[src/rtl/mem_access_ctrl.sv]
// -----------------------------------------------------------------------------
// mem_access_ctrl
//
// Bridges a CPU load/store request port onto a byte-wide data RAM. Every RAM
// access is a single byte. A word request is split into four byte accesses
// at addr+0..addr+3 in little-endian order. A byte request makes a single
// access. An address fault is answered without touching the RAM.
//
// Ports
//   clk, rst          single clock, synchronous active-high reset
//   req_valid/ready   request handshake; ready only while idle
//   req_we            1 = store, 0 = load
//   req_size          0 = word, 1 = byte
//   req_unsigned      byte load: 1 = zero-extend, 0 = sign-extend
//   req_addr          32-bit CPU byte address (legal window 0x1000..0x1FFF)
//   req_wdata         store data
//   resp_valid        one-cycle completion pulse
//   resp_rdata        load result (0 for stores, errors and idle cycles)
//   resp_err          address fault, qualified by resp_valid
//   ram_we            RAM byte write enable
//   ram_dataType      RAM access type, constant 1 (byte)
//   ram_A             RAM byte address
//   ram_WD            RAM write data, byte in [7:0], upper bits zero
//   ram_RD            RAM asynchronous read data, byte in [7:0]
// -----------------------------------------------------------------------------
module mem_access_ctrl #(
  parameter int ADDRESS_WIDTH = 12,
  parameter int DATA_WIDTH    = 32
) (
  input  logic                     clk,
  input  logic                     rst,
  input  logic                     req_valid,
  output logic                     req_ready,
  input  logic                     req_we,
  input  logic                     req_size,
  input  logic                     req_unsigned,
  input  logic [31:0]              req_addr,
  input  logic [DATA_WIDTH-1:0]    req_wdata,
  output logic                     resp_valid,
  output logic [DATA_WIDTH-1:0]    resp_rdata,
  output logic                     resp_err,
  output logic                     ram_we,
  output logic                     ram_dataType,
  output logic [ADDRESS_WIDTH-1:0] ram_A,
  output logic [DATA_WIDTH-1:0]    ram_WD,
  input  logic [DATA_WIDTH-1:0]    ram_RD
);

  typedef enum logic [1:0] {
    ST_IDLE   = 2'd0,
    ST_ACCESS = 2'd1,
    ST_RESP   = 2'd2
  } state_e;

  // Registered request and FSM state.
  state_e                   state_q, state_d;
  logic [1:0]               k_q, k_d;
  logic                     we_q, we_d;
  logic                     size_q, size_d;
  logic                     uns_q, uns_d;
  logic [11:0]              addr_q, addr_d;
  logic [31:0]              wdata_q, wdata_d;
  logic [3:0][7:0]          lanes_q, lanes_d;

  // Registered outputs.
  logic                     ram_we_q, ram_we_d;
  logic [ADDRESS_WIDTH-1:0] ram_a_q, ram_a_d;
  logic [DATA_WIDTH-1:0]    ram_wd_q, ram_wd_d;
  logic                     resp_valid_q, resp_valid_d;
  logic                     resp_err_q, resp_err_d;
  logic [DATA_WIDTH-1:0]    resp_rdata_q, resp_rdata_d;

  logic                     req_fault;
  logic                     last_byte;
  logic [31:0]              load_result;

  // Only the low byte of the RAM read bus carries data.
  logic                     unused_rd_bits;
  assign unused_rd_bits = ^ram_RD[DATA_WIDTH-1:8];

  // Legal window is 0x1000..0x1FFF; a word must also fit entirely inside it.
  assign req_fault = (req_addr[31:12] != 20'h00001) ||
                     (!req_size && (req_addr[11:0] > 12'hFFC));

  assign last_byte = size_q || (k_q == 2'd3);

  always_comb begin
    // NOTE: every variable written here gets a default first, so no path
    // through the case leaves one unassigned and infers a latch.
    state_d      = state_q;
    k_d          = k_q;
    we_d         = we_q;
    size_d       = size_q;
    uns_d        = uns_q;
    addr_d       = addr_q;
    wdata_d      = wdata_q;
    lanes_d      = lanes_q;
    ram_we_d     = 1'b0;
    ram_a_d      = '0;
    ram_wd_d     = '0;
    resp_valid_d = 1'b0;
    resp_err_d   = 1'b0;
    resp_rdata_d = '0;
    load_result  = '0;

    case (state_q)
      ST_IDLE: begin
        // req_ready is 1 throughout IDLE, so req_valid alone means acceptance.
        if (req_valid) begin
          we_d    = req_we;
          size_d  = req_size;
          uns_d   = req_unsigned;
          addr_d  = req_addr[11:0];
          wdata_d = req_wdata[31:0];
          k_d     = 2'd0;
          if (req_fault) begin
            state_d      = ST_RESP;
            resp_valid_d = 1'b1;
            resp_err_d   = 1'b1;
          end else begin
            // Outputs are registered, so the first byte's RAM controls are
            // set up here and appear in the first ACCESS cycle.
            state_d  = ST_ACCESS;
            ram_we_d = req_we;
            ram_a_d  = ADDRESS_WIDTH'(req_addr[11:0]);
            ram_wd_d = DATA_WIDTH'(req_wdata[7:0]);
          end
        end
      end

      ST_ACCESS: begin
        if (!we_q) lanes_d[k_q] = ram_RD[7:0];
        if (last_byte) begin
          state_d      = ST_RESP;
          resp_valid_d = 1'b1;
          if (size_q) begin
            load_result = uns_q ? {24'h0, lanes_d[0]}
                                : {{24{lanes_d[0][7]}}, lanes_d[0]};
          end else begin
            load_result = lanes_d;
          end
          if (!we_q) resp_rdata_d = DATA_WIDTH'(load_result);
        end else begin
          k_d      = k_q + 2'd1;
          ram_we_d = we_q;
          ram_a_d  = ADDRESS_WIDTH'(addr_q + 12'(k_d));
          ram_wd_d = DATA_WIDTH'(wdata_q[{k_d, 3'b000} +: 8]);
        end
      end

      ST_RESP: begin
        state_d = ST_IDLE;
        k_d     = 2'd0;
      end

      default: state_d = ST_IDLE;
    endcase
  end

  always_ff @(posedge clk) begin
    // NOTE: sequential state uses non-blocking assignments only, so every
    // flop samples the pre-edge value of its inputs regardless of order.
    if (rst) begin
      // NOTE: the result lanes are a handful of flops, not a memory array,
      // so they are cleared with the rest of the state.
      state_q      <= ST_IDLE;
      k_q          <= 2'd0;
      we_q         <= 1'b0;
      size_q       <= 1'b0;
      uns_q        <= 1'b0;
      addr_q       <= '0;
      wdata_q      <= '0;
      lanes_q      <= '0;
      ram_we_q     <= 1'b0;
      ram_a_q      <= '0;
      ram_wd_q     <= '0;
      resp_valid_q <= 1'b0;
      resp_err_q   <= 1'b0;
      resp_rdata_q <= '0;
    end else begin
      state_q      <= state_d;
      k_q          <= k_d;
      we_q         <= we_d;
      size_q       <= size_d;
      uns_q        <= uns_d;
      addr_q       <= addr_d;
      wdata_q      <= wdata_d;
      lanes_q      <= lanes_d;
      ram_we_q     <= ram_we_d;
      ram_a_q      <= ram_a_d;
      ram_wd_q     <= ram_wd_d;
      resp_valid_q <= resp_valid_d;
      resp_err_q   <= resp_err_d;
      resp_rdata_q <= resp_rdata_d;
    end
  end

  assign req_ready    = (state_q == ST_IDLE);
  // The RAM samples ram_we on the same edge that applies reset; gating with
  // rst keeps the byte in flight from being written when reset aborts a store.
  assign ram_we       = ram_we_q && !rst;
  assign ram_dataType = 1'b1;
  assign ram_A        = ram_a_q;
  assign ram_WD       = ram_wd_q;
  assign resp_valid   = resp_valid_q;
  assign resp_err     = resp_err_q;
  assign resp_rdata   = resp_rdata_q;

endmodule

[config.mk]
export PLATFORM = sky130hd
export DESIGN_NAME = mem_access_ctrl
export DESIGN_NICKNAME = d
export VERILOG_FILES = /design/src/rtl/mem_access_ctrl.sv
export SDC_FILE = /design/constraint.sdc
export NUM_CORES = 1
export LEC_CHECK = 0
export BUFFER_PORTS_ARGS = -buffer_cell sky130_fd_sc_hd__buf_2
export CELL_PAD_IN_SITES_DETAIL_PLACEMENT = 1
export CELL_PAD_IN_SITES_GLOBAL_PLACEMENT = 2
export CORE_UTILIZATION = 29
export CTS_CLUSTER_DIAMETER = 40
export DETAILED_ROUTE_END_ITERATION = 8
export PLACE_DENSITY_LB_ADDON = 0.1
export SLEW_MARGIN = 40
export SYNTH_ARGS = -nofsm -noshare
export SYNTH_HDL_FRONTEND = slang
export SYNTH_SLANG_ARGS = --single-unit
export TNS_END_PERCENT = 100
[constraint.sdc]
create_clock -name clk -period 3.1 [get_ports clk]
set_input_delay 0.31 -clock clk [delete_from_list [all_inputs] [get_ports clk]]
set_output_delay 0.31 -clock clk [all_outputs]
set_load 0.01 [all_outputs]
# Word level (Yosys, flattened, before mapping)
# Cells that the tools add are included.
[word_totals]
wordCells = 76
inputBits = 102
register_bits = 162
[classes]
n_bitwise = 3
mux = 29
order_cmp = 3
n_addsub = 2
eq_ne = 7
n_shift = 1
n_reduce_logical = 14
[ops]
columns = ["operator", "n"]
rows = [
  ["32-bit 2-to-1 mux", 3],
  ["12-bit 2-to-1 mux", 3],
  ["32-bit bitwise mux", 1],
  ["8-bit 2-to-1 mux", 4],
  ["32-bit by 6-bit indexed part select with 8-bit output", 1],
  ["12-bit one-hot mux with 2 select lines", 1],
  ["20-bit by 1-bit != test with 1-bit output, second input constant", 1],
  ["8-bit demux with 2-bit select", 1],
  ["8-bit one-hot mux with 2 select lines", 1],
  ["12-bit by 2-bit adder with 12-bit output", 1],
  ["12-bit greater-than comparator, second input constant", 1],
  ["2-bit 2-to-1 mux", 5],
  ["1-bit 2-to-1 mux", 6],
  ["2-bit != test, second input constant", 3],
  ["2-bit one-hot mux with 3 select lines", 1],
  ["2-bit == test, second input constant", 2],
  ["1-bit one-hot mux with 2 select lines", 2],
  ["2-bit one-hot mux with 2 select lines", 1],
  ["2-bit AND reduction", 2],
  ["4-bit OR reduction", 1],
  ["1-bit logical AND", 3],
  ["2-bit by 3-bit less-than comparator with 1-bit output, second input constant", 1],
  ["1-bit inverter", 3],
  ["3-bit AND reduction", 1],
  ["8 further kinds", 10],
]

# Logic depth before layout (Yosys ltp)
# Gate-level depths: netlist (run 1).
[logic_depth]
word_depth = 8
mapped_depth = 10
mapped_depth_nobuf = 8

# Worst setup path after synthesis (run 1)
# Ideal clock, no wire load.
[synth_path]
path_kind = "register -> register"
from = "register k_q[0]"
to = "register ram_a_q[10] (netlist: ram_A[10])"
period_less_slack_ns = 2.766
arrival_time_ns = 2.645
path_slack_ns = 0.334
required_time_ns = 2.978
path_stages_with_launch = 11
cell_sequence = "dfxtp_1 -> clkbuf_1 -> inv_1 -> ha_1 -> buf_2 -> inv_1 -> fa_1 -> nand4b_1 -> o31a_1 -> o21ai_0 -> a21oi_1"
[synth_via]
elab_chain_len = 4
word_cells_on_any_way = 6
[synth_rtl]
columns = ["item", "line_no", "source"]
rows = [
  ["start: declaration", "57", "logic [1:0] k_q, k_d;"],
  ["start signal: assignment", "182", "k_q <= k_d;"],
  ["2-bit by 1-bit adder with 2-bit output or 2-bit == test (tied branches)", "144, 85", ""],
  ["12-bit by 2-bit adder with 12-bit output or 1-bit logical OR (tied branches)", "146, 85", ""],
  ["12-bit 2-to-1 mux *", "133", "if (last_byte) begin"],
  ["12-bit one-hot mux with 2 select lines *", "106", "case (state_q)"],
  ["end signal: assignment", "190", "ram_a_q <= ram_a_d;"],
  ["end: declaration", "67", "logic [ADDRESS_WIDTH-1:0] ram_a_q, ram_a_d;"],
]
# Mark *: on every way between the ends. The rest lies on a longest branch, timed or not.
# A chain may end at the register's enable or synchronous reset.

# Final worst setup path (run 1)
[layout_path]
from = "register k_q[1]"
to = "register ram_a_q[10] (netlist: ram_A[10])"
# Same word-level chain as after synthesis.

==> results of run 1 <==
## Yosys cell counts (2+ instances only)
library cell / number
nor2_2: 2
nor2_1: 19
nand2_1: 195
nor2b_1: 5
dfxtp_1: 138
mux4_2: 8
buf_2: 21
o21a_1: 27
a21oi_1: 110
buf_1: 2
and2_1: 5
o31a_1: 3
xnor2_1: 4
nor3_1: 4
ha_1: 6
nor4_1: 8
conb_1: 2
inv_1: 8
clkbuf_1: 25
o22ai_1: 7
clkbuf_2: 7
nand4b_1: 2
buf_4: 26
o21ai_0: 39
mux2i_1: 9
nand2b_1: 6
nand4_1: 6
nand3_1: 21
buf_6: 5
## through the flow
stage / hold WS (ns) / power (mW) / utilization
after floorplan: 0.433 / 2.08 / -
after global routing: 0.111 / 4.46 / 0.364
after CTS: 0.102 / 4.34 / 0.364
final: 0.119 / 4.28 / 0.364
after detailed placement: 0.447 / 2.18 / 0.333
after global placement: 0.441 / 2.17 / 0.332
## area by class of cell
class	instances	area, um2	share of cell area
Multi-Input combinational cell	531	2890	0.390
Sequential cell	138	2760	0.373
Timing Repair Buffer	143	766	0.103
Clock buffer	23	488	0.0658
Tap cell	270	338	0.0456
Clock inverter	9	135	0.0182
Inverter	8	30.0	0.00405
Antenna cell	1	2.50	0.000337
## metal layers
layer | up-vias | track usage | wire, um
li1 | 2646 | - | -
met4 | 0 | 0.0557 | 196
met1 | 2540 | 0.215 | 8110
met3 | 16 | 0.0372 | 646
met5 | - | 0 | 0
met2 | 101 | 0.315 | 9490
## cells by family (layout without fill, tap and decap cells)
kind of cell | count (synthesis) | count (layout)
AND/OR/NAND/NOR | 286 | 286
AO/OA/AOI/OAI | 191 | 191
flip-flops | 138 | 138
buffers and inverters | 94 | 183
multiplexers | 17 | 17
adder cells (fa/ha/maj) | 7 | 7
XOR/XNOR | 5 | 5
other | 2 | 26
## worst paths after layout
check	end	cells after the start
max	ram_A[10]	8
min reg2reg	wdata_q[26]	2
min	wdata_q[20]	3
max reg2reg	ram_A[10]	8
## critical path, stage by stage (launching register included)
cell and delay [ns]:
dfxtp_1 0.37, inv_1 0.07, ha_1 0.33, inv_1 0.07, fa_1 0.44, nand4b_1 0.33, o31a_1 0.30, o21ai_0 0.17
a21oi_1 0.08
## power by group
| group | leakage, nW | switching [mW] | total [mW] | internal (mW) |
|---|---|---|---|---|
| clock network | 0.296 | 0.789 | 2.14 | 1.35 |
| logic | 1.50 | 0.180 | 0.285 | 0.105 |
| registers | 1.12 | 0.0353 | 1.85 | 1.81 |
## state kept, by name (all words and copies together), names as in the netlist
name / count
ram_WD: 8
state_q: 2
addr_q: 12
uns_q: 1
wdata_q: 32
ram_we_q: 1
k_q: 2
ram_A: 12
size_q: 1
resp_err: 1
resp_rdata: 32
lanes_q: 32
resp_valid: 1
we_q: 1
==> metrics.csv, run 1 <==
stage;metric;value;unit
yosys;synth_area_leaders;dfxtp_1 46%, nand2_1 12%, a21oi_1 9.1%;
grt;grt_max_degree;56;
placement;place_hpwl;12.6;mm
sta;worst_pin_slew;0.783;ns
yosys;ys_warn_count;0;
clocking;cts.hold.buffers_added;0;
outcome;status;complete, no violations;
power_and_ir_drop;p_per_area;577;nW/um2
floorplan;fp-row-count;52;
run;maxCapViolations;0;
clocking;postCtsResizedCells;0;
sta;layout_setup_ws;0.802;ns
clocking;tritoncts;yes;
sta;maxSlewHeadroom;0.477;
final_layout;num-nets-final;948;
grt;antenna_found_initial;1;
routing;vias;5303;
placement;pre_cts_slack;0.752;ns
grt;overflow;0;
routing;drc_errors;0;
floorplan;dieArea;21500;um2
placement;dpl.cell_count;1090;
setup_path;crit_path_max_fanout;5;
clocking;root_buffer;clkbuf_16;
yosys;synthArstFlopShare;0;
sta;rsz0062_at_grt;no;
setup_path;worstPathRequired;3.41;ns
setup_path;r2r_start;k_q[1];
routing;routed_via_density;4.72;
final_layout;fill_cells;2453;
final_layout;final_layout_size_suffix_gt1_frac;0.228;
floorplan;die_w;147;um
routing;ant_nets;0;
placement;portBuffers;133;
final_layout;final_common_cell;nand2_1;
grt;grt_pass1_wl;29.8;mm
final_layout;layout_common_cells;194 x nand2_1, 138 x dfxtp_1, 133 x buf_2;
sta;hold_viol;0;
final_layout;final_area;7410;um2
yosys;synthFlopType;dfxtp_1;
yosys;synthAdderAreaFrac;0.0157;
yosys;syn-cell-area;6070;um2
grt;grt_pass1_vias;5557;
sta;min_period;2.30;ns
placement;gp_congestion;0.737;
power_and_ir_drop;leakagePower;2.91;nW
yosys;syn-instance-count;740;
yosys;synth_mux_area_frac;0.0445;
worst_hold_path;holdCritPathClass;in -> reg;
yosys;synthXorXnorAreaFrac;0.00721;
clocking;insertion_delay;0.43;ns
power_and_ir_drop;irDropWorstVdd;0.338;mV
sta;finClkSkew;0.00976;ns
yosys;synth_cell_type_count;49;
sta;finalCritPeriodShare;0.741;
final_layout;final_cells;1123;
yosys;syn-mean-instance-area;8.20;um2
yosys;synth_top_family_by_area;simple AND/OR/NAND/NOR gates;
setup_path;arrival;2.60;ns
clocking;cts_max_level;4;
setup_path;setup.worst_path.end_class;flop;
yosys;yosys.area_share.simple;0.215;
routing;drtIter0Drc;186;
floorplan;start_util;0.298;
floorplan;die_h;147;um
clocking;clock_path_buffers;2;
routing;first_pass_iters;4;
sta;finalSetupViolations;0;
floorplan;ios;183;
yosys;synth_edf_count;0;
setup_path;start_kind;flop;
yosys;synth_top_area_share;0.455;
routing;finalWirelength;18.4;mm
sta;slew_violations;0;
setup_path;r2r_slack;0.80;ns
sta;final.setup.tns;0;ns
yosys;ys_seq_elements;138;
sta;max_freq;0.435;GHz
placement;placed_area;6790;um2
setup_path;crit_start;k_q[1];
clocking;clk_pin_slew;0.06;ns
clocking;post_cts.repair.setup_buffers;0;
final_layout;syn_to_final_growth;22.1;%
setup_path;worstSetupPathType;reg -> reg;
grt;grt_use_total;0.178;
clocking;cts.sinks;138;
clocking;cts_made_buffers;17;
yosys;synth_top_cell_by_area;dfxtp_1;
floorplan;core_area;20400;um2
worst_hold_path;worstHoldStart;req_wdata[20];
routing;wl_per_cell;16.4;um
yosys;synth_compound_area_frac;0.175;
yosys;yosysSeqAreaShare;0.455;
Power figures use the tool's default switching activity.
==> inputs of run 2 (changes only) <==
--- a/config.mk
+++ b/config.mk
@@ -5,10 +5,11 @@
 export SDC_FILE = /design/constraint.sdc
 export NUM_CORES = 1
 export LEC_CHECK = 0
+export ABC_AREA = 1
 export BUFFER_PORTS_ARGS = -buffer_cell sky130_fd_sc_hd__buf_2
 export CELL_PAD_IN_SITES_DETAIL_PLACEMENT = 1
 export CELL_PAD_IN_SITES_GLOBAL_PLACEMENT = 2
-export CORE_UTILIZATION = 29
+export CORE_UTILIZATION = 28
 export CTS_CLUSTER_DIAMETER = 40
 export DETAILED_ROUTE_END_ITERATION = 8
 export PLACE_DENSITY_LB_ADDON = 0.1
==> constraint.sdc (replaced) <==
create_clock -name clk -period 2.25 [get_ports clk]
set_input_delay 0.225 -clock clk [delete_from_list [all_inputs] [get_ports clk]]
set_output_delay 0.225 -clock clk [all_outputs]
set_load 0.01 [all_outputs]
==> run 2 against run 1 <==
  * Maximum frequency up 14%
  * Clock skew up 0.0065 ns
  * Global-route usage fell by 0.78 points
  * Non-clock buffer count is 7 higher
  * Worst hold slack worse by 0.073 ns
  * First-iteration DRC count shrank 26%
  * Critical path depth grew 3
  * Register-to-register slack worse by 0.57 ns
  * Sequential share of layout area decreased by 1.2 points
  * Final cell count rose by 13%
  * Critical endpoint unchanged
  * Largest cell class is now registers
==> metrics.csv, run 2 <==
stage;metric;value;unit;change
sta;max_freq;0.496;GHz;was 0.435 GHz
power_and_ir_drop;pwr-share-clk;0.488;;was 0.501
placement;portBuffers;133;;unchanged
yosys;syn-mean-instance-area;7.23;um2;was 8.20 um2
yosys;yosysSeqAreaShare;0.443;;was 0.455
yosys;ys_warn_count;0;;unchanged
worst_hold_path;holdCritPathClass;in -> reg;;unchanged
power_and_ir_drop;leakagePower;3.54;nW;was 2.91 nW
clocking;root_buffer;clkbuf_16;;unchanged
final_layout;final_layout_size_suffix_gt1_frac;0.223;;was 0.228
sta;worst_pin_slew;0.718;ns;was 0.783 ns
grt;grt_pass1_vias;5674;;was 5557
yosys;synthArstFlopShare;0;;unchanged
clocking;tritoncts;yes;;unchanged
grt;met3_usage;0.0367;;was 0.0372
routing;first_pass_iters;4;;unchanged
sta;hold_viol;0;;unchanged
yosys;synth_cell_type_count;32;;was 49
sta;final.setup.tns;0;ns;unchanged
yosys;synth_compound_area_frac;0.192;;was 0.175
final_layout;layout_common_cells;161 x nor2_1, 137 x dfxtp_1, 133 x buf_2;;was 194 x nand2_1, 138 x dfxtp_1, 133 x buf_2
sta;rsz0062_at_grt;no;;unchanged
final_layout;fill_cells;2784;;was 2453
floorplan;core_area;21800;um2;was 20400 um2
yosys;synth_mux_area_frac;0;;was 0.0445
yosys;synth_top_family_by_area;simple AND/OR/NAND/NOR gates;;unchanged
sta;min_period;2.01;ns;was 2.30 ns
run;maxCapViolations;0;;unchanged
yosys;syn-instance-count;862;;was 740
power_and_ir_drop;switching_power;1.49;mW;was 1.00 mW
setup_path;start_kind;flop;;unchanged
grt;antenna_found_initial;0;;was 1
final_layout;final_common_cell;nor2_1;;was nand2_1
sta;finClkSkew;0.0163;ns;was 0.00976 ns
yosys;syn-cell-area;6240;um2;was 6070 um2
setup_path;worstSetupPathType;reg -> reg;;unchanged
setup_path;setup.worst_path.end_class;flop;;unchanged
routing;drc_errors;0;;unchanged
yosys;yosys-top-cells-count;162 x nor2_1, 138 x dfxtp_1, 106 x nand2_1, 105 x o21ai_0, 102 x inv_1;;was 195 x nand2_1, 138 x dfxtp_1, 110 x a21oi_1, 39 x o21ai_0, 27 x o21a_1
placement;place_hpwl;12.9;mm;was 12.6 mm
grt;grt_use_total;0.171;;was 0.178
power_and_ir_drop;p_per_area;776;nW/um2;was 577 nW/um2
floorplan;die_h;151;um;was 147 um
grt;grt_busiest_layer;met2;;unchanged
yosys;synthAdderAreaFrac;0.0152;;was 0.0157
setup_path;crit_path_max_fanout;4;;was 5
clocking;cts_made_buffers;17;;unchanged
sta;slew_violations;0;;unchanged
grt;grt_max_degree;59;;was 56
yosys;yosys.area_share.simple;0.213;;was 0.215
outcome;status;complete, no violations;;unchanged
final_layout;seq_area;2760;um2;about the same
yosys;synthXorXnorAreaFrac;0;;was 0.00721
clocking;clk_pin_slew;0.07;ns;was 0.06 ns
routing;routed_via_density;4.49;;was 4.72
floorplan;die_w;151;um;was 147 um
sta;finalSetupViolations;0;;unchanged
yosys;synthFlopType;dfxtp_1;;unchanged
grt;grt_pass1_wl;29.7;mm;was 29.8 mm
final_layout;num-nets-final;1090;;was 948
clocking;cts_max_level;4;;unchanged
final_layout;multi_input_area;2730;um2;was 2890 um2
floorplan;ios;183;;unchanged
sta;finalCritPeriodShare;0.895;;was 0.741
yosys;synth_top_area_share;0.443;;was 0.455
final_layout;final_cells;1274;;was 1123
final_layout;syn_to_final_growth;22.9;%;was 22.1%
floorplan;fp-row-count;54;;was 52
grt;overflow;0;;unchanged
yosys;synth_top_cell_by_area;dfxtp_1;;unchanged
setup_path;worstPathRequired;2.60;ns;was 3.41 ns
floorplan;dieArea;22900;um2;was 21500 um2
floorplan;start_util;0.286;;was 0.298
routing;drtIter0Drc;138;;was 186
final_layout;insertedDiodeCount;0;;was 1
power_and_ir_drop;irDropWorstVdd;0.305;mV;was 0.338 mV
routing;ant_nets;0;;unchanged
final_layout;fin_util;0.351;;was 0.364
clocking;insertion_delay;0.42;ns;was 0.43 ns
sta;maxSlewHeadroom;0.522;;was 0.477
routing;vias;5724;;was 5303
power_and_ir_drop;sequentialPowerShare;0.428;;was 0.432
yosys;ys_seq_elements;138;;unchanged
yosys;yosysMostFrequentCell;nor2_1;;was nand2_1
clocking;cts.hold.buffers_added;0;;unchanged
routing;wl_per_cell;14.4;um;was 16.4 um
grt;use_met1;0.214;;was 0.215
clocking;cts.sinks;138;;unchanged
power_and_ir_drop;sw_frac_of_total;0.250;;was 0.235
routing;finalWirelength;18.3;mm;was 18.4 mm
grt;grtUsageMet2;0.290;;was 0.315
power_and_ir_drop;combinationalPowerShare;0.084;;was 0.067
placement;dpl.cell_count;1242;;was 1090
placement;gp_congestion;0.735;;was 0.737
setup_path;arrival;2.37;ns;was 2.60 ns
clocking;clock_path_buffers;2;;unchanged
yosys;synth_edf_count;0;;unchanged
power_and_ir_drop;internal-power;4.45;mW;was 3.27 mW
yosys;synth_area_leaders;dfxtp_1 44%, nor2_1 9.8%, o21ai_0 8.4%;;was dfxtp_1 46%, nand2_1 12%, a21oi_1 9.1%
==> run 2: cells by family after synthesis <==
family,Yosys count
AND/OR/NAND/NOR,322
AO/OA/AOI/OAI,211
buffers and inverters,182
flip-flops,138
adder cells (fa/ha/maj),7
other,2
==> run 2: final cells by class <==
class,instances,share of cell area
Clock buffer,19,0.0578
Sequential cell,138,0.361
Inverter,109,0.0536
Timing Repair Buffer,150,0.104
Clock inverter,13,0.0217
Tap cell,280,0.0457
Multi-Input combinational cell,565,0.357
==> run 2: what timing repair did <==
action	CTS	global route
endpoints found under the setup margin	0	3
endpoints found under the hold margin	0	0
buffers inserted	0	0
resized for setup	0	4
==> run 2: per-layer routing <==
layer  vias to the layer above  routed length, um  share of wire
li1                       2920                  -              -
met1                      2663               8640           0.47
met2                       128               8670           0.47
met3                        13                751          0.041
met4                         0                228          0.012
met5                         -                  0              0
==> run 2: worst max-delay path, cell delays in order, from the launching register on <==
cell and delay, ns:
dfxtp_1 0.35, inv_1 0.11, ha_4 0.28, inv_1 0.04, fa_1 0.41, inv_1 0.07
nand2_1 0.11, nor2_4 0.14, nand2_2 0.09, o21ai_1 0.14, nand2_1 0.07, a21oi_1 0.14
==> run 2: final timing paths <==
| kind | startpoint | slack (ns) | end | cells after the start |
|---|---|---|---|---|
| setup / recovery | k_q[1] | 0.24 | ram_A[10] | 11 |
| setup reg to reg | k_q[1] | 0.24 | ram_A[10] | 11 |
| hold / removal | req_wdata[21] | 0.05 | wdata_q[21] | 3 |
| hold reg to reg | wdata_q[13] | 0.46 | wdata_q[13] | 2 |
==> run 2: stage by stage <==
stage,cell area (um2),setup slack [ns],hold slack [ns],power [mW]
after floorplan,6360,0.0141,0.389,2.95
after global placement,7040,0.166,0.449,3.11
after detailed placement,7040,0.0917,0.455,3.11
after CTS,7650,0.0619,0.0349,6.06
after global routing,7660,0.0195,0.0543,6.22
final,7660,0.235,0.0462,5.94
==> run 2: power groups by stage <==
stage / clock [mW] / combinational, mW / sequential (mW)
2_1_floorplan: 0 / 0.362 / 2.59
3_3_place_gp: 0 / 0.514 / 2.60
3_5_place_dp: 0 / 0.518 / 2.60
4_1_cts: 3.00 / 0.519 / 2.54
5_1_grt: 3.09 / 0.583 / 2.55
6_report: 2.90 / 0.502 / 2.54
==> inputs of run 3 (changes only) <==
--- a/config.mk
+++ b/config.mk
@@ -6,12 +6,12 @@
 export NUM_CORES = 1
 export LEC_CHECK = 0
 export ABC_AREA = 1
-export BUFFER_PORTS_ARGS = -buffer_cell sky130_fd_sc_hd__buf_2
 export CELL_PAD_IN_SITES_DETAIL_PLACEMENT = 1
 export CELL_PAD_IN_SITES_GLOBAL_PLACEMENT = 2
-export CORE_UTILIZATION = 28
+export CORE_UTILIZATION = 34
 export CTS_CLUSTER_DIAMETER = 40
 export DETAILED_ROUTE_END_ITERATION = 8
+export DONT_BUFFER_PORTS = 1
 export PLACE_DENSITY_LB_ADDON = 0.1
 export SLEW_MARGIN = 40
 export SYNTH_ARGS = -nofsm -noshare
==> run 3 against run 2 <==
  * Register-to-register slack worse by 0.10 ns
  * Final cell count is 14% lower
  * Clock skew is 0.0059 ns lower
  * Total power is 2.3% lower
  * Design area is 8.2% lower
  * Worst hold slack worse by 0.029 ns
  * Count of clock-buffer cells in the layout is 1 higher
  * First-iteration DRC count is 62% higher
  * Sequential cell count stayed put
  * Sequential share of layout area is 3.2 points higher
  * Non-clock buffer count is 123 lower
  * Critical path type unchanged
==> metrics.csv, run 3 (synthesis results as in run 2) <==
stage;metric;value;unit;change
outcome;status;complete, no violations;;unchanged
clocking;cts.sinks;138;;unchanged
power_and_ir_drop;irDropWorstVdd;0.508;mV;was 0.305 mV
sta;slew_violations;0;;unchanged
placement;dpl.cell_count;1055;;was 1242
setup_path;worstPathRequired;2.60;ns;about the same
sta;finalSetupViolations;0;;unchanged
setup_path;setup.worst_path.end_class;flop;;unchanged
final_layout;num-nets-final;967;;was 1090
grt;grt_use_total;0.202;;was 0.171
routing;ant_nets;0;;unchanged
sta;worst_pin_slew;0.572;ns;was 0.718 ns
power_and_ir_drop;p_per_area;825;nW/um2;was 776 nW/um2
worst_hold_path;hold_depth;2;;was 3
clocking;tritoncts;yes;;unchanged
setup_path;crit_path_max_fanout;4;;unchanged
floorplan;die_h;137;um;was 151 um
setup_path;rr_worst_depth;11;;unchanged
grt;antenna_found_initial;0;;unchanged
floorplan;core_area;18000;um2;was 21800 um2
placement;place_hpwl;12.1;mm;was 12.9 mm
final_layout;fill_cells;2222;;was 2784
grt;grt_pass1_wl;28.9;mm;was 29.7 mm
clocking;clock_path_buffers;2;;unchanged
sta;rsz0062_at_grt;no;;unchanged
setup_path;r2r_start;k_q[1];;unchanged
placement;pre_cts_slack;0.142;ns;was 0.0917 ns
run;maxCapViolations;0;;unchanged
final_layout;final_common_cell;nor2_1;;unchanged
routing;first_pass_iters;4;;unchanged
routing;finalWirelength;18.0;mm;was 18.3 mm
clocking;clk_pin_slew;0.06;ns;was 0.07 ns
final_layout;final_layout_size_suffix_gt1_frac;0.0946;;was 0.223
setup_path;arrival;2.47;ns;was 2.37 ns
setup_path;crit_start;k_q[1];;unchanged
grt;grt_pass1_vias;5688;;was 5674
setup_path;r2r_slack;0.13;ns;was 0.24 ns
setup_path;r2r_end;ram_A[8];;was ram_A[10]
final_layout;insertedDiodeCount;0;;unchanged
sta;finClkSkew;0.0104;ns;was 0.0163 ns
grt;overflow;0;;unchanged
floorplan;start_util;0.347;;was 0.286
worst_hold_path;holdCritPathClass;in -> reg;;unchanged
clocking;cts_max_level;4;;unchanged
routing;drtIter0Drc;223;;was 138
sta;min_period;2.12;ns;was 2.01 ns
setup_path;start_kind;flop;;unchanged
clocking;root_buffer;clkbuf_16;;unchanged
placement;portBuffers;0;;was 133
placement;gp_congestion;0.790;;was 0.735
routing;vias;5456;;was 5724
power_and_ir_drop;power;5.80;mW;was 5.94 mW
sta;finalCritPeriodShare;0.940;;was 0.895
final_layout;layout_common_cells;161 x nor2_1, 137 x dfxtp_1, 106 x nand2_1;;was 161 x nor2_1, 137 x dfxtp_1, 133 x buf_2
final_layout;syn_to_final_growth;12.8;%;was 22.9%
power_and_ir_drop;leakagePower;2.98;nW;was 3.54 nW
floorplan;die_w;137;um;was 151 um
clocking;cts_made_buffers;17;;unchanged
sta;layout_setup_ws;0.135;ns;was 0.235 ns
sta;hold_viol;0;;unchanged
floorplan;dieArea;18900;um2;was 22900 um2
clocking;insertion_delay;0.42;ns;about the same
setup_path;worstSetupPathType;reg -> reg;;unchanged
routing;routed_via_density;4.98;;was 4.49
sta;maxSlewHeadroom;0.619;;was 0.522
routing;drc_errors;0;;unchanged
floorplan;ios;183;;unchanged
routing;wl_per_cell;16.4;um;was 14.4 um
grt;grt_max_degree;64;;was 59
setup_path;critPathCapture;ram_A[8];;was ram_A[10]
sta;max_freq;0.473;GHz;was 0.496 GHz
sta;final.setup.tns;0;ns;unchanged
final_layout;final_cells;1096;;was 1274
floorplan;fp-row-count;49;;was 54
## run 3: cell types whose count changed in the layout (fill, tap and decap cells not counted), sizes merged
cell / change
clkbuf: +1
dlygate4sd3: +12
buf: -135
clkinvlp: -2
inv: -2
clkinv: -1
## run 3: report_power, final
part / total, mW / switching [mW] / internal, mW
registers: 2.54 / 0.0348 / 2.51
clock network: 2.81 / 1.04 / 1.77
logic: 0.453 / 0.315 / 0.138
total: 5.80 / 1.39 / 4.42
## run 3: routing by layer
| layer | wire (um) | part of all wire | vias to the layer above | track usage |
|---|---|---|---|---|
| li1 | - | - | 2674 | - |
| met2 | 9000 | 0.50 | 132 | 0.355 |
| met4 | 459 | 0.026 | 0 | 0.0928 |
| met3 | 697 | 0.039 | 26 | 0.0434 |
| met1 | 7810 | 0.43 | 2624 | 0.233 |
| met5 | 0 | 0 | - | 0 |
## run 3: how the worst min path moves through the flow
stage | from | endpoint
5_1_grt | req_wdata[11] | wdata_q[11]
6_report | req_wdata[14] | wdata_q[14]
2_1_floorplan | req_unsigned | uns_q
3_3_place_gp | rst | ram_A[6]
3_5_place_dp | rst | ram_A[0]
4_1_cts | req_wdata[18] | wdata_q[18]
## run 3: timing repair
item                                    CTS  global route
hold buffers                             13             0
endpoints found under the setup margin    0             2
endpoints found under the hold margin    68             0
resized for setup                         0             1
setup buffers                             0             0
## run 3: worst max-delay path: stages, from the launching register on
cell and delay [ns]:
dfxtp_1 0.36, inv_1 0.11, ha_4 0.28, inv_1 0.05, fa_1 0.40, inv_1 0.07, nand2_1 0.11, nor2_4 0.16
nand2_1 0.12, o21ai_0 0.17, nand2_1 0.07, a21oi_1 0.15
## run 3: per-stage QoR
step	instance area, um2	hold WS, ns	utilization
after floorplan	6360	0.389	-
after global placement	6300	0.312	0.351
after detailed placement	6300	0.311	0.351
after CTS	7030	0.00340	0.391
after global routing	7040	0.0267	0.392
final	7040	0.0170	0.392
## run 3: final cells by class
type / count / area (um2) / area share
clock inverters: 8 / 121 / 0.0173
inverters: 109 / 410 / 0.0583
flip-flops and latches: 138 / 2760 / 0.393
clock buffers: 20 / 457 / 0.0649
well taps: 229 / 287 / 0.0407
multi-input cells: 565 / 2730 / 0.388
repair buffers: 27 / 265 / 0.0377
